[src/rtl/traffic_phase_controller_pkg.sv]
// Shared types and encodings for the traffic phase controller and its display path.
package traffic_phase_controller_pkg;

  localparam int unsigned CNT_W   = 7;
  localparam int unsigned LIGHT_W = 3;

  // Phase sequence; the one unused encoding recovers to CLR_B.
  typedef enum logic [2:0] {
    NS_GREEN  = 3'd0,
    NS_YELLOW = 3'd1,
    CLR_A     = 3'd2,
    EW_GREEN  = 3'd3,
    EW_YELLOW = 3'd4,
    CLR_B     = 3'd5,
    FLASH     = 3'd6
  } phase_e;

  // Lamp encodings, bit order {red,yellow,green}.
  localparam logic [LIGHT_W-1:0] RED    = 3'b100;
  localparam logic [LIGHT_W-1:0] YELLOW = 3'b010;
  localparam logic [LIGHT_W-1:0] GREEN  = 3'b001;
  localparam logic [LIGHT_W-1:0] OFF    = 3'b000;

  // Count value that blanks the 7-segment display.
  localparam logic [CNT_W-1:0] BLANK = 7'h7F;

  // Everything the block presents to the lamps and displays.
  typedef struct packed {
    logic [LIGHT_W-1:0] ns_light;
    logic [LIGHT_W-1:0] ew_light;
    logic [CNT_W-1:0]   ns_count;
    logic [CNT_W-1:0]   ew_count;
  } display_t;

endpackage

[src/rtl/phase_timer.sv]
// Loadable down-counter that flags the last tick of a phase.
module phase_timer #(
  parameter int unsigned     W       = 7,
  parameter logic [W-1:0]    RST_VAL = W'(1)
) (
  input  logic         clk,
  input  logic         rst_n,
  input  logic         tick,
  input  logic         load,
  input  logic [W-1:0] load_value,
  output logic [W-1:0] count,
  output logic         expire_c
);

  // Load wins over decrement; a count of 1 stays put so the owner can reload it.
  always_ff @(posedge clk or negedge rst_n) begin
    if (!rst_n) begin
      count <= RST_VAL;
    end else if (load) begin
      count <= load_value;
    end else if (tick && (count > W'(1))) begin
      count <= count - W'(1);
    end
  end

  // Phase ends on the tick that finds the counter at 1.
  assign expire_c = tick && (count == W'(1));

endmodule

[src/rtl/traffic_phase_controller.sv]
// Two-road intersection phase sequencer with countdown displays and night flashing mode.
module traffic_phase_controller
  import traffic_phase_controller_pkg::*;
#(
  parameter int unsigned GREEN_T  = 30,
  parameter int unsigned YELLOW_T = 3,
  parameter int unsigned RED_CLR  = 2
) (
  input  logic               clk,
  input  logic               rst_n,
  input  logic               tick,
  input  logic               night_mode,
  output logic [LIGHT_W-1:0] ns_light,
  output logic [LIGHT_W-1:0] ew_light,
  output logic [CNT_W-1:0]   ns_count,
  output logic [CNT_W-1:0]   ew_count
);

  localparam logic [CNT_W-1:0] GREEN_D  = CNT_W'(GREEN_T);
  localparam logic [CNT_W-1:0] YELLOW_D = CNT_W'(YELLOW_T);
  localparam logic [CNT_W-1:0] RED_D    = CNT_W'(RED_CLR);
  localparam logic [CNT_W-1:0] YR_D     = CNT_W'(YELLOW_T + RED_CLR);

  phase_e           state;
  phase_e           state_next_c;
  logic             flash;
  logic             flash_next_c;
  logic [CNT_W-1:0] count;
  logic [CNT_W-1:0] count_next_c;
  logic [CNT_W-1:0] load_value_c;
  logic             load_c;
  logic             run_tick_c;
  logic             expire_c;
  display_t         disp;
  display_t         disp_next_c;

  // Ticks only advance the normal cycle; night mode freezes the counter.
  assign run_tick_c = tick && !night_mode && (state != FLASH);

  phase_timer #(
    .W       (CNT_W),
    .RST_VAL (RED_D)
  ) u_phase_timer (
    .clk        (clk),
    .rst_n      (rst_n),
    .tick       (run_tick_c),
    .load       (load_c),
    .load_value (load_value_c),
    .count      (count),
    .expire_c   (expire_c)
  );

  // Next phase and the duration loaded on entering it.
  always_comb begin
    state_next_c = state;
    load_c       = 1'b0;
    load_value_c = RED_D;
    if (night_mode) begin
      state_next_c = FLASH;
    end else begin
      case (state)
        NS_GREEN:  if (expire_c) begin state_next_c = NS_YELLOW; load_c = 1'b1; load_value_c = YELLOW_D; end
        NS_YELLOW: if (expire_c) begin state_next_c = CLR_A;     load_c = 1'b1; load_value_c = RED_D;    end
        CLR_A:     if (expire_c) begin state_next_c = EW_GREEN;  load_c = 1'b1; load_value_c = GREEN_D;  end
        EW_GREEN:  if (expire_c) begin state_next_c = EW_YELLOW; load_c = 1'b1; load_value_c = YELLOW_D; end
        EW_YELLOW: if (expire_c) begin state_next_c = CLR_B;     load_c = 1'b1; load_value_c = RED_D;    end
        CLR_B:     if (expire_c) begin state_next_c = NS_GREEN;  load_c = 1'b1; load_value_c = GREEN_D;  end
        FLASH: begin
          state_next_c = CLR_B;
          load_c       = 1'b1;
          load_value_c = RED_D;
        end
        default: begin
          state_next_c = CLR_B;
          load_c       = 1'b1;
          load_value_c = RED_D;
        end
      endcase
    end
  end

  // Counter value the timer will hold after this edge, so displays track it without lag.
  always_comb begin
    count_next_c = count;
    if (load_c) begin
      count_next_c = load_value_c;
    end else if (run_tick_c && (count > CNT_W'(1))) begin
      count_next_c = count - CNT_W'(1);
    end
  end

  // Flash yellow starts lit on entry and toggles per tick while flashing.
  always_comb begin
    flash_next_c = 1'b1;
    if (state == FLASH) begin
      flash_next_c = tick ? !flash : flash;
    end
  end

  // Lamp and countdown values for the phase being entered.
  always_comb begin
    disp_next_c.ns_light = RED;
    disp_next_c.ew_light = RED;
    disp_next_c.ns_count = count_next_c;
    disp_next_c.ew_count = count_next_c;
    case (state_next_c)
      NS_GREEN: begin
        disp_next_c.ns_light = GREEN;
        disp_next_c.ew_count = count_next_c + YR_D;
      end
      NS_YELLOW: begin
        disp_next_c.ns_light = YELLOW;
        disp_next_c.ew_count = count_next_c + RED_D;
      end
      EW_GREEN: begin
        disp_next_c.ew_light = GREEN;
        disp_next_c.ns_count = count_next_c + YR_D;
      end
      EW_YELLOW: begin
        disp_next_c.ew_light = YELLOW;
        disp_next_c.ns_count = count_next_c + RED_D;
      end
      FLASH: begin
        disp_next_c.ns_light = flash_next_c ? YELLOW : OFF;
        disp_next_c.ew_light = flash_next_c ? YELLOW : OFF;
        disp_next_c.ns_count = BLANK;
        disp_next_c.ew_count = BLANK;
      end
      default: begin
        disp_next_c.ns_light = RED;
        disp_next_c.ew_light = RED;
      end
    endcase
  end

  // Phase state, flash phase and registered outputs share one edge.
  always_ff @(posedge clk or negedge rst_n) begin
    if (!rst_n) begin
      state         <= CLR_B;
      flash         <= 1'b0;
      disp.ns_light <= RED;
      disp.ew_light <= RED;
      disp.ns_count <= RED_D;
      disp.ew_count <= RED_D;
    end else begin
      state <= state_next_c;
      flash <= flash_next_c;
      disp  <= disp_next_c;
    end
  end

  assign ns_light = disp.ns_light;
  assign ew_light = disp.ew_light;
  assign ns_count = disp.ns_count;
  assign ew_count = disp.ew_count;

endmodule

[config.mk]
export PLATFORM = sky130hd
export DESIGN_NAME = traffic_phase_controller
export DESIGN_NICKNAME = d
export VERILOG_FILES = /design/src/rtl/traffic_phase_controller_pkg.sv /design/src/rtl/phase_timer.sv /design/src/rtl/traffic_phase_controller.sv
export SDC_FILE = /design/constraint.sdc
export NUM_CORES = 1
export LEC_CHECK = 0
export ABC_AREA = 1
export ABC_CLOCK_PERIOD_IN_PS = 2600
export CAP_MARGIN = 10
export CORE_UTILIZATION = 50
export CTS_CLUSTER_DIAMETER = 200
export DETAILED_ROUTE_END_ITERATION = 16
export GPL_TIMING_DRIVEN = 0
export PLACE_DENSITY = 0.76
export RECOVER_POWER = 25
export SLEW_MARGIN = 20
export SYNTH_ARGS = -nofsm -noshare
export SYNTH_HDL_FRONTEND = slang
export SYNTH_SLANG_ARGS = --single-unit
[constraint.sdc]
create_clock -name clk -period 2.6 [get_ports clk]
set_clock_uncertainty 0.15 [all_clocks]
set_input_delay 0.39 -clock clk [delete_from_list [all_inputs] [get_ports clk]]
set_output_delay 0.39 -clock clk [all_outputs]
set_load 0.01 [all_outputs]
==> flow_summary.json, run 1 <==
{
  "outcome": "finished, violations left",
  "violations": "max-capacitance violations, max-slew violations",
  "ys_ff_latch": 31,
  "drt_iter0_drc": 95,
  "cts_root_buf": "clkbuf_8",
  "final_common_cell": "nand2_1",
  "grt_overflow": 0,
  "p_leak_nw": 1.12,
  "yosysSeqAreaShare": 0.408,
  "mostFrequentLayoutCells": "nand2_1, dfrtp_1, clkdlybuf4s50_1",
  "core_um2": 3660,
  "fin_crit_sh": 0.966,
  "ys_warn_count": 0,
  "synthesis.nets": 244,
  "io_pins": 24,
  "setup_violations": 0,
  "place_ws_ps": -324,
  "cp_cell_sequence": "inv_2 -> ha_4 -> nand2_1 -> nor2_1 -> nand2_1 -> nand2_2 -> nand2_4 -> buf_4 -> o211ai_4 -> ha_1 -> inv_1 -> xor2_1 -> o21ai_1 -> nand3b_1",
  "ant_nets": 0,
  "critPathLaunchType": "flop",
  "portBuffers": 22,
  "postLayoutCellArea_um2": 2500,
  "synth.distinct_cells": 31,
  "cp_max_fo": 7,
  "syn_inst": 235,
  "clk-insertion-delay-late_ps": 280,
  "grt_max_degree": 32,
  "grt_usage": 0.222,
  "cts_sinks": 31,
  "vias": 1727,
  "place_hpwl_um": 2850,
  "drc": 0,
  "post_drt_wl_per_cell_um": 13.7,
  "die-area_um2": 4100,
  "final_hold_viol_count": 0,
  "viasPerCell": 5.28,
  "cts_buffers": 5,
  "syn_to_final_growth_pct": 30.2,
  "grt_pass1_wl_um": 7040,
  "clockBufferDepth": 2,
  "rows": 22,
  "die_x_um": 64.0,
  "cts_tree": "built",
  "crit_arrival_ps": 2520,
  "ir_drop_uv": 414,
  "intPower_w": 0.000995,
  "die_y_um": 64.0,
  "maxCapViolations": 1,
  "post_dp_cell_area_um2": 2200,
  "path_class": "reg -> reg",
  "fin_tns_setup_ps": 0,
  "final_nets": 287,
  "cp_num_buf_inv": 3,
  "pwr-share-comb": 0.398,
  "p_sw_frac": 0.367,
  "finalMaxSlewViolations": 32,
  "worstMarginPinSlew_ps": 1560,
  "drt-pass1-iter-count": 4,
  "antenna_found_initial": 0,
  "num_antenna_cells": 0,
  "cp.required_ps": 2600,
  "drive_above_1_share": 0.319,
  "syn_area_um2": 1920,
  "period_needed_ps": 2510,
  "max_freq_ghz": 0.398,
  "p_seq_frac": 0.380,
  "cp_common_cell": "nand2_1",
  "worstSetupEndpointType": "flop",
  "hold_class": "in -> reg",
  "nFillCells": 281,
  "gp_congestion": 0.847,
  "h-tree-depth": 2,
  "wirelength_um": 4460,
  "p_per_area_nw_per_um2": 628,
  "start_util": 0.525,
  "crit_slowest_cell": "dfstp_2",
  "p_sw_w": 0.000577,
  "grt_pass1_vias": 1588,
  "syn-mean-instance-area_um2": 8.18,
  "clk_pin_slew_ps": 60,
  "fin_ws_ps": 87.5,
  "relSlewSlack": -0.0410,
  "cp_slowest_stage_delay_ps": 560,
  "cp_top_family": "simple AND/OR/NAND/NOR gates",
  "pwr-share-clk": 0.221
}
## logic make-up after synthesis
| family | Yosys count | synth area share |
|---|---|---|
| AOI/OAI and AO/OA | 23 | 0.0787 |
| xor gates and xnor gates | 8 | 0.0364 |
| adders and majority gates | 5 | 0.0325 |
| buffers and inverters | 27 | 0.0592 |
| DFF | 31 | 0.408 |
| and+or+nand+nor | 141 | 0.385 |
## state kept, by name (all words and copies together), names as in the netlist
register	flops
state	3
ew_light	3
ns_light	3
flash	1
ns_count	7
ew_count	7
u_phase_timer.count	7
## layout make-up
type,instances,area [um2],area share
sequential,31,785,0.313
tap,48,60.1,0.0240
clock buffer,7,76.3,0.0305
inverter,25,98.8,0.0395
buffer,2,15.0,0.00600
timing repair buffer,36,322,0.128
clock inverter,1,5.00,0.00200
multi-input combinational,177,1140,0.456
## power groups by stage
stage / Sequential, W / Clock, W / Combinational [W]
detailed placement: 0.000597 / 0 / 0.000494
global placement: 0.000596 / 0 / 0.000490
global route: 0.000604 / 0.000375 / 0.000689
floorplan: 0.000609 / 0 / 0.000335
CTS: 0.000589 / 0.000357 / 0.000535
finish: 0.000598 / 0.000348 / 0.000627
## cell usage after synthesis (all sizes together)
library cell | count | share of area
a21oi | 7 | 0.024
buf | 1 | 0.0059
clkbuf | 1 | 0.0019
clkinv | 1 | 0.0046
dfrtp | 24 | 0.31
dfstp | 7 | 0.096
ha | 5 | 0.033
inv | 24 | 0.047
nand2 | 82 | 0.18
nand3 | 23 | 0.083
nand3b | 1 | 0.0039
nand4 | 8 | 0.029
nor2 | 26 | 0.075
nor3 | 1 | 0.0085
o2111ai | 1 | 0.0046
o211ai | 3 | 0.017
o21ai | 12 | 0.033
xnor2 | 3 | 0.014
xor2 | 5 | 0.023
## repair_timing
action,CTS,global route
gates resized for setup,6,24
hold buffers,0,0
pin swaps,3,14
endpoints found under the setup margin,8,10
cloned,0,0
buffers inserted,3,11
## per-stage QoR
| stage | hold slack, ps | power, W | utilization | cells |
|---|---|---|---|---|
| 4_1_cts | 5.19 | 0.00148 | 0.636 | 316 |
| 3_3_place_gp | 377 | 0.00109 | 0.602 | 305 |
| 3_5_place_dp | 312 | 0.00109 | 0.600 | 305 |
| 2_1_floorplan | -55.6 | 0.000944 | - | 235 |
| 6_report | 211 | 0.00157 | 0.684 | 327 |
| 5_1_grt | 210 | 0.00167 | 0.684 | 327 |
## worst paths after layout
check | cells after the start | endpoint | slack, ps | start
max in group asynchronous | 1 | u_phase_timer.count[3] | 1050 | rst_n
min in group asynchronous | 1 | ns_light[1] | 340 | rst_n
setup reg to reg | 14 | ew_count[3] | 90 | u_phase_timer.count[1]
setup / recovery | 14 | ew_count[3] | 90 | u_phase_timer.count[1]
hold / removal | 2 | ns_light[2] | 210 | night_mode
hold reg to reg | 2 | flash | 410 | flash
## layer usage
metal | track usage | wire length, um | vias up
met1 | 0.295 | 1990 | 823
met2 | 0.358 | 2220 | 45
met4 | 0.0909 | 114 | 0
met5 | 0 | 0 | -
met3 | 0.0357 | 148 | 13
li1 | - | - | 846
Note: power is estimated with default switching activity, not from simulation.
==> inputs of run 2 (changes only) <==
--- a/config.mk
+++ b/config.mk
@@ -8,11 +8,10 @@
 export ABC_AREA = 1
 export ABC_CLOCK_PERIOD_IN_PS = 2600
 export CAP_MARGIN = 10
-export CORE_UTILIZATION = 50
+export CORE_UTILIZATION = 40
 export CTS_CLUSTER_DIAMETER = 200
 export DETAILED_ROUTE_END_ITERATION = 16
 export GPL_TIMING_DRIVEN = 0
-export PLACE_DENSITY = 0.76
 export RECOVER_POWER = 25
 export SLEW_MARGIN = 20
 export SYNTH_ARGS = -nofsm -noshare
==> run 2 against run 1 <==
The run still ends with max-capacitance violations, max-slew violations left; global-route usage fell by 3.4 points; sequential power barely moved; worst setup slack gained 39 ps; sequential share of layout area down 0.23 points; register-to-register slack gained 40 ps; highest routed layer unchanged; wire length is 1.4% lower; cell count grew 1.5%; count of clock-buffer cells in the layout rose by 1; core utilization shrank 12 points; first-iteration DRC count down 15%; power up 2.5%; worst hold slack got worse by 7.7 ps.
==> flow_summary.json, run 2 (same netlist as run 1, synthesis figures left out) <==
{
  "rsz0062_at_grt": "yes",
  "max_freq_ghz": 0.404,
  "p_per_area_nw_per_um2": 637,
  "drive_above_1_share": 0.321,
  "mostFrequentLayoutCells": "nand2_1, dfrtp_1, clkdlybuf4s50_1",
  "cts_tree": "built",
  "portBuffers": 22,
  "antenna_found_initial": 0,
  "cp_cell_sequence": "inv_2 -> ha_2 -> inv_1 -> nor2_2 -> nand3_4 -> nand3_4 -> o211ai_4 -> buf_6 -> ha_1 -> nand3_1 -> nand2_2 -> nand3_1 -> nand3_1 -> nand4_1",
  "ir_drop_uv": 299,
  "fin_tns_setup_ps": 0,
  "setup_violations": 0,
  "path_class": "reg -> reg",
  "die_x_um": 71.3,
  "viasPerCell": 5.07,
  "gp_congestion": 0.877,
  "place_ws_ps": -329,
  "vias": 1682,
  "cp_max_fo": 6,
  "top_regs": "ew_count x7, ns_count x7, u_phase_timer.count x7",
  "hold_class": "in -> reg",
  "start_util": 0.430,
  "fin_crit_sh": 0.951,
  "crit_arrival_ps": 2470,
  "finalMaxSlewViolations": 32,
  "relSlewSlack": -0.0730,
  "worstHoldStart": "night_mode",
  "clk_pin_slew_ps": 60,
  "outcome": "finished, violations left",
  "violations": "max-capacitance violations, max-slew violations",
  "final_nets": 288,
  "die-area_um2": 5090,
  "die_y_um": 71.3,
  "drc": 0,
  "period_needed_ps": 2470,
  "grt_pass1_wl_um": 7310,
  "ant_nets": 0,
  "final_common_cell": "nand2_1",
  "post_drt_wl_per_cell_um": 13.3,
  "cts_sinks": 31,
  "cp.required_ps": 2590,
  "clockBufferDepth": 2,
  "grt_overflow": 0,
  "h-tree-depth": 2,
  "maxCapViolations": 1,
  "io_pins": 24,
  "worstSetupStartpoint": "u_phase_timer.count[1]",
  "fin_ws_ps": 127,
  "wirelength_um": 4400,
  "drt-pass1-iter-count": 4,
  "grt_usage": 0.188,
  "final_hold_viol_count": 0,
  "rows": 24,
  "nFillCells": 401,
  "timing.rr.start": "u_phase_timer.count[1]",
  "place_hpwl_um": 3020,
  "cp_slowest_stage_delay_ps": 560,
  "cts_buffers": 5,
  "worstMarginPinSlew_ps": 1610,
  "cts_root_buf": "clkbuf_8",
  "clk-insertion-delay-late_ps": 280,
  "worstSetupEndpointType": "flop",
  "critPathLaunchType": "flop",
  "grt_pass1_vias": 1559,
  "p_leak_nw": 1.13,
  "grt_max_degree": 32,
  "num_antenna_cells": 0,
  "core_um2": 4470,
  "drt_iter0_drc": 81,
  "syn_to_final_growth_pct": 31.6,
  "crit_slowest_cell": "dfstp_2",
  "cp_common_cell": "nand3_1"
}
-- run 2: cell count changes in the layout (fill, tap and decap cells not counted), moves of 2 or more --
| cell | before | now |
|---|---|---|
| clkbuf_8 | 5 | 7 |
| dfrtp_1 | 24 | 22 |
| ha_2 | 0 | 2 |
| inv_2 | 12 | 8 |
| inv_1 | 12 | 15 |
| ha_4 | 2 | 0 |
| nand2_4 | 6 | 3 |
| dfrtp_2 | 0 | 2 |
| nand2_2 | 14 | 17 |
-- run 2: repair_timing --
| action | CTS | global route |
|---|---|---|
| gates resized for setup | 7 | 19 |
| buffers inserted | 3 | 12 |
| endpoints found under the hold margin | 0 | 0 |
| endpoints found under the setup margin | 6 | 11 |
| pin swaps | 3 | 10 |
| hold buffers | 0 | 0 |
-- run 2: worst paths after layout --
kind | to | slack (ps) | cells past startpoint
worst max-delay path | ew_count[5] | 130 | 14
worst min-delay path | ns_light[2] | 200 | 2
worst max register to register | ew_count[5] | 130 | 14
worst min register to register | flash | 360 | 2
max in group asynchronous | u_phase_timer.count[2] | 900 | 1
min in group asynchronous | u_phase_timer.count[6] | 350 | 1
-- run 2: layer usage --
layer,track usage,vias to the layer above,wire length (um)
li1,-,850,-
met1,0.255,792,2070
met2,0.294,34,2120
met3,0.0549,6,174
met4,0.0489,0,33
met5,0,-,0
-- run 2: stage by stage --
| stage | instances | area (um2) | total power, W | util | hold WS [ps] |
|---|---|---|---|---|---|
| 3_3_place_gp | 309 | 2210 | 0.00110 | 0.494 | 339 |
| 6_report | 332 | 2530 | 0.00161 | 0.565 | 203 |
| 2_1_floorplan | 235 | 1920 | 0.000944 | - | -55.6 |
| 5_1_grt | 332 | 2530 | 0.00172 | 0.565 | 205 |
| 4_1_cts | 320 | 2360 | 0.00155 | 0.527 | 14.4 |
| 3_5_place_dp | 309 | 2200 | 0.00110 | 0.492 | 320 |
-- run 2: report_power, final --
part	total, W	internal [W]	switching (W)
logic	0.000604	0.000254	0.000350
registers	0.000596	0.000550	0.0000458
clock network	0.000411	0.000241	0.000170
-- run 2: area by class of cell --
| class | count | area (um2) | area share |
|---|---|---|---|
| multi-input combinational | 177 | 1120 | 0.441 |
| sequential | 31 | 787 | 0.311 |
| timing repair buffer | 37 | 345 | 0.136 |
| inverter | 25 | 101 | 0.0401 |
| clock buffer | 8 | 100 | 0.0396 |
| tap | 52 | 65.1 | 0.0257 |
| buffer | 2 | 15.0 | 0.00593 |
-- run 2: worst max-delay path, delay by kind of cell, from the launching register on --
kind	cells	cell delay (ps)
flops	1	560
fa+ha+maj	2	300
simple gates	8	790
compound gates	1	270
buf+inv	3	250
==> inputs of run 3 (changes only) <==
--- a/config.mk
+++ b/config.mk
@@ -5,13 +5,15 @@
 export SDC_FILE = /design/constraint.sdc
 export NUM_CORES = 1
 export LEC_CHECK = 0
-export ABC_AREA = 1
 export ABC_CLOCK_PERIOD_IN_PS = 2600
 export CAP_MARGIN = 10
-export CORE_UTILIZATION = 40
+export CELL_PAD_IN_SITES_DETAIL_PLACEMENT = 1
+export CELL_PAD_IN_SITES_GLOBAL_PLACEMENT = 2
+export CORE_UTILIZATION = 31
 export CTS_CLUSTER_DIAMETER = 200
 export DETAILED_ROUTE_END_ITERATION = 16
 export GPL_TIMING_DRIVEN = 0
+export PLACE_DENSITY_LB_ADDON = 0.1
 export RECOVER_POWER = 25
 export SLEW_MARGIN = 20
 export SYNTH_ARGS = -nofsm -noshare
==> run 3 against run 2 <==
The flow finishes with violations (negative setup slack); critical path depth decreased by 4; design area grew 26%; non-clock buffer count increased by 37; global-route usage increased by 1.9 points; sequential share of layout area down 6.4 points; clock power decreased by 8.5%; critical endpoint is now ns_count[3]; highest routed layer unchanged.
==> flow_summary.json, run 3 <==
{
  "cts_root_buf": "clkbuf_8",
  "wl_met2_um": 3650,
  "drt-pass1-iter-count": 4,
  "outcome": "finished, violations left",
  "final_hold_viol_count": 0,
  "grt_max_degree": 31,
  "synth_edf_count": 0,
  "cp_cell_sequence": "inv_2 -> ha_4 -> or3b_4 -> or4_4 -> a32o_4 -> ha_4 -> a21oi_4 -> mux2i_2 -> nand2b_4 -> o311ai_4",
  "finalMaxSlewViolations": 0,
  "crit_arrival_ps": 3060,
  "final_nets": 308,
  "rsz0062_at_grt": "yes",
  "ant_nets": 0,
  "top_regs": "ew_count x7, ns_count x7, u_phase_timer.count x7",
  "maxCapViolations": 0,
  "post_dp_cell_area_um2": 2450,
  "place_inst": 327,
  "drt_iter0_drc": 86,
  "num_antenna_cells": 0,
  "portBuffers": 23,
  "synthArstFlopShare": 1.00,
  "core_um2": 6390,
  "cp_common_cell": "ha_4",
  "synth_commonest_cells": "dfrtp_1, a21oi_1, nor2_1",
  "syn_area_um2": 2060,
  "final_common_cell": "buf_4",
  "grt_pass1_wl_um": 11200,
  "viasPerCell": 5.46,
  "fin_ws_ps": -461,
  "cp.depth": 10,
  "die_y_um": 83.5,
  "grt_usage": 0.207,
  "ys_ff_latch": 31,
  "yosys.area.top_type": "dfrtp_1",
  "r2r_end": "ns_count[3]",
  "instances_no_fill": 377,
  "grt_overflow": 0,
  "hold-worst-slack_ps": 256,
  "ys_warn_count": 0,
  "post-route-util": 0.498,
  "crit_slowest_cell": "or4_4",
  "clk-insertion-delay-late_ps": 290,
  "hold_class": "in -> async",
  "cp-endpoint": "ns_count[3]",
  "max_freq_ghz": 0.327,
  "gp_congestion": 0.806,
  "maxUsedRoutingLayer": "met4",
  "cp_num_buf_inv": 1,
  "nFillCells": 725,
  "syn-mean-instance-area_um2": 9.10,
  "relSlewSlack": 0.0567,
  "cts_buffers": 5,
  "place_hpwl_um": 4550,
  "drive_above_1_share": 0.400,
  "timing.rr.start": "u_phase_timer.count[1]",
  "violations": "negative setup slack",
  "clockBufferDepth": 2,
  "rows": 29,
  "worstSetupEndpointType": "flop",
  "start_util": 0.322,
  "cp_top_family": "simple AND/OR/NAND/NOR gates",
  "critPathLaunchType": "flop",
  "cp_max_fo": 4,
  "mostFrequentLayoutCells": "buf_4, dfrtp_1, clkdlybuf4s50_1",
  "synth_most_common_cell": "dfrtp_1",
  "cts_sinks": 31,
  "path_class": "reg -> reg",
  "yosysSeqAreaShare": 0.381,
  "cp.required_ps": 2590,
  "die-area_um2": 6960,
  "worstMarginPinSlew_ps": 1410,
  "syn_to_final_growth_pct": 54.7,
  "io_pins": 24,
  "vias": 2059,
  "drc": 0,
  "synthesis.nets": 235,
  "rrSetupSlack_ps": -460,
  "syn_inst": 226,
  "wirelength_um": 7170,
  "die_x_um": 83.5,
  "cp_slowest_stage_delay_ps": 500,
  "postLayoutCellArea_um2": 3180,
  "setup_violations": 14,
  "clk_pin_slew_ps": 70,
  "ys_top_cells_by_area": "dfrtp_1, dfstp_2, a21oi_1",
  "worstSetupStartpoint": "u_phase_timer.count[1]",
  "reg2reg_depth": 10,
  "wl_met1_um": 3260,
  "ir_drop_uv": 284,
  "synth_top_area_frac": 0.292,
  "h-tree-depth": 2,
  "period_needed_ps": 3060,
  "p_leak_nw": 1.28,
  "wl_met3_um": 154,
  "antenna_found_initial": 0,
  "p_per_area_nw_per_um2": 547,
  "fin_crit_sh": 1.18,
  "synth.distinct_cells": 61,
  "cts_tree": "built",
  "post_drt_wl_per_cell_um": 19.0,
  "yosys_most_used_dff": "dfrtp_1",
  "grt_pass1_vias": 2158
}
## run 3: cell types whose count changed after synthesis, moves of 8 or more
cell and delta:
nand3_1 -11, nor3_1 +8, nand2_1 -55, nand2_2 -13
a21oi_1 +17, nand2b_1 +8, o21ai_0 +9
## run 3: cell type report
type | count | area (um2) | area share
buffer | 9 | 83.8 | 0.0263
clock buffer | 5 | 68.8 | 0.0216
clock inverter | 3 | 15.0 | 0.00472
inverter | 12 | 58.8 | 0.0185
multi-input combinational | 173 | 1430 | 0.451
sequential | 31 | 786 | 0.247
tap | 77 | 96.3 | 0.0303
timing repair buffer | 67 | 639 | 0.201
## run 3: kinds of logic (layout without fill, tap and decap cells)
| logic type | count (synthesis) | count (layout) | share of synthesized area |
|---|---|---|---|
| flip-flops | 31 | 31 | 0.381 |
| multiplexers | 2 | 2 | 0.00973 |
| AND/OR/NAND/NOR | 87 | 87 | 0.247 |
| AO/OA/AOI/OAI | 72 | 72 | 0.246 |
| buffers and inverters | 22 | 96 | 0.0560 |
| XOR/XNOR | 7 | 7 | 0.0298 |
| adder cells (fa/ha/maj) | 5 | 5 | 0.0304 |
## run 3: routing by layer
layer / track usage / vias to the layer above
met4: 0.0847 / 0
met2: 0.348 / 26
met1: 0.262 / 1048
met5: 0 / -
met3: 0.0376 / 10
li1: - / 975
## run 3: timing repair
item	CTS	global route
setup endpoints to repair	17	20
hold buffers	1	0
gates cloned	0	1
buffers inserted	23	18
gates resized for setup	42	32
pin swaps	23	16
hold endpoints to repair	24	0
## run 3: worst min path at each step
stage | slack, ps | depth (start not counted) | from | to
CTS | 270 | 2 | rst_n | flash
global route | 280 | 2 | rst_n | flash
global placement | 380 | 2 | flash | flash
floorplan | -60 | 0 | rst_n | ew_count[0]
detailed placement | 40 | 1 | rst_n | flash
finish | 260 | 2 | rst_n | flash
## run 3: metrics by stage
step / setup TNS, ps / total power [W] / worst slack, ps
after floorplan: -1930 / 0.000964 / -238
after global placement: -14560 / 0.00115 / -1120
after detailed placement: -13600 / 0.00115 / -1130
after CTS: -4440 / 0.00168 / -465
after global routing: -5590 / 0.00185 / -520
final: -4170 / 0.00174 / -461
## run 3: power by group
part	switching (W)	internal (W)	total (W)	leakage (nW)
Combinational	0.000412	0.000373	0.000785	0.872
Clock	0.000193	0.000183	0.000376	0.0477
Sequential	0.0000334	0.000547	0.000581	0.365
Total	0.000639	0.00110	0.00174	1.28
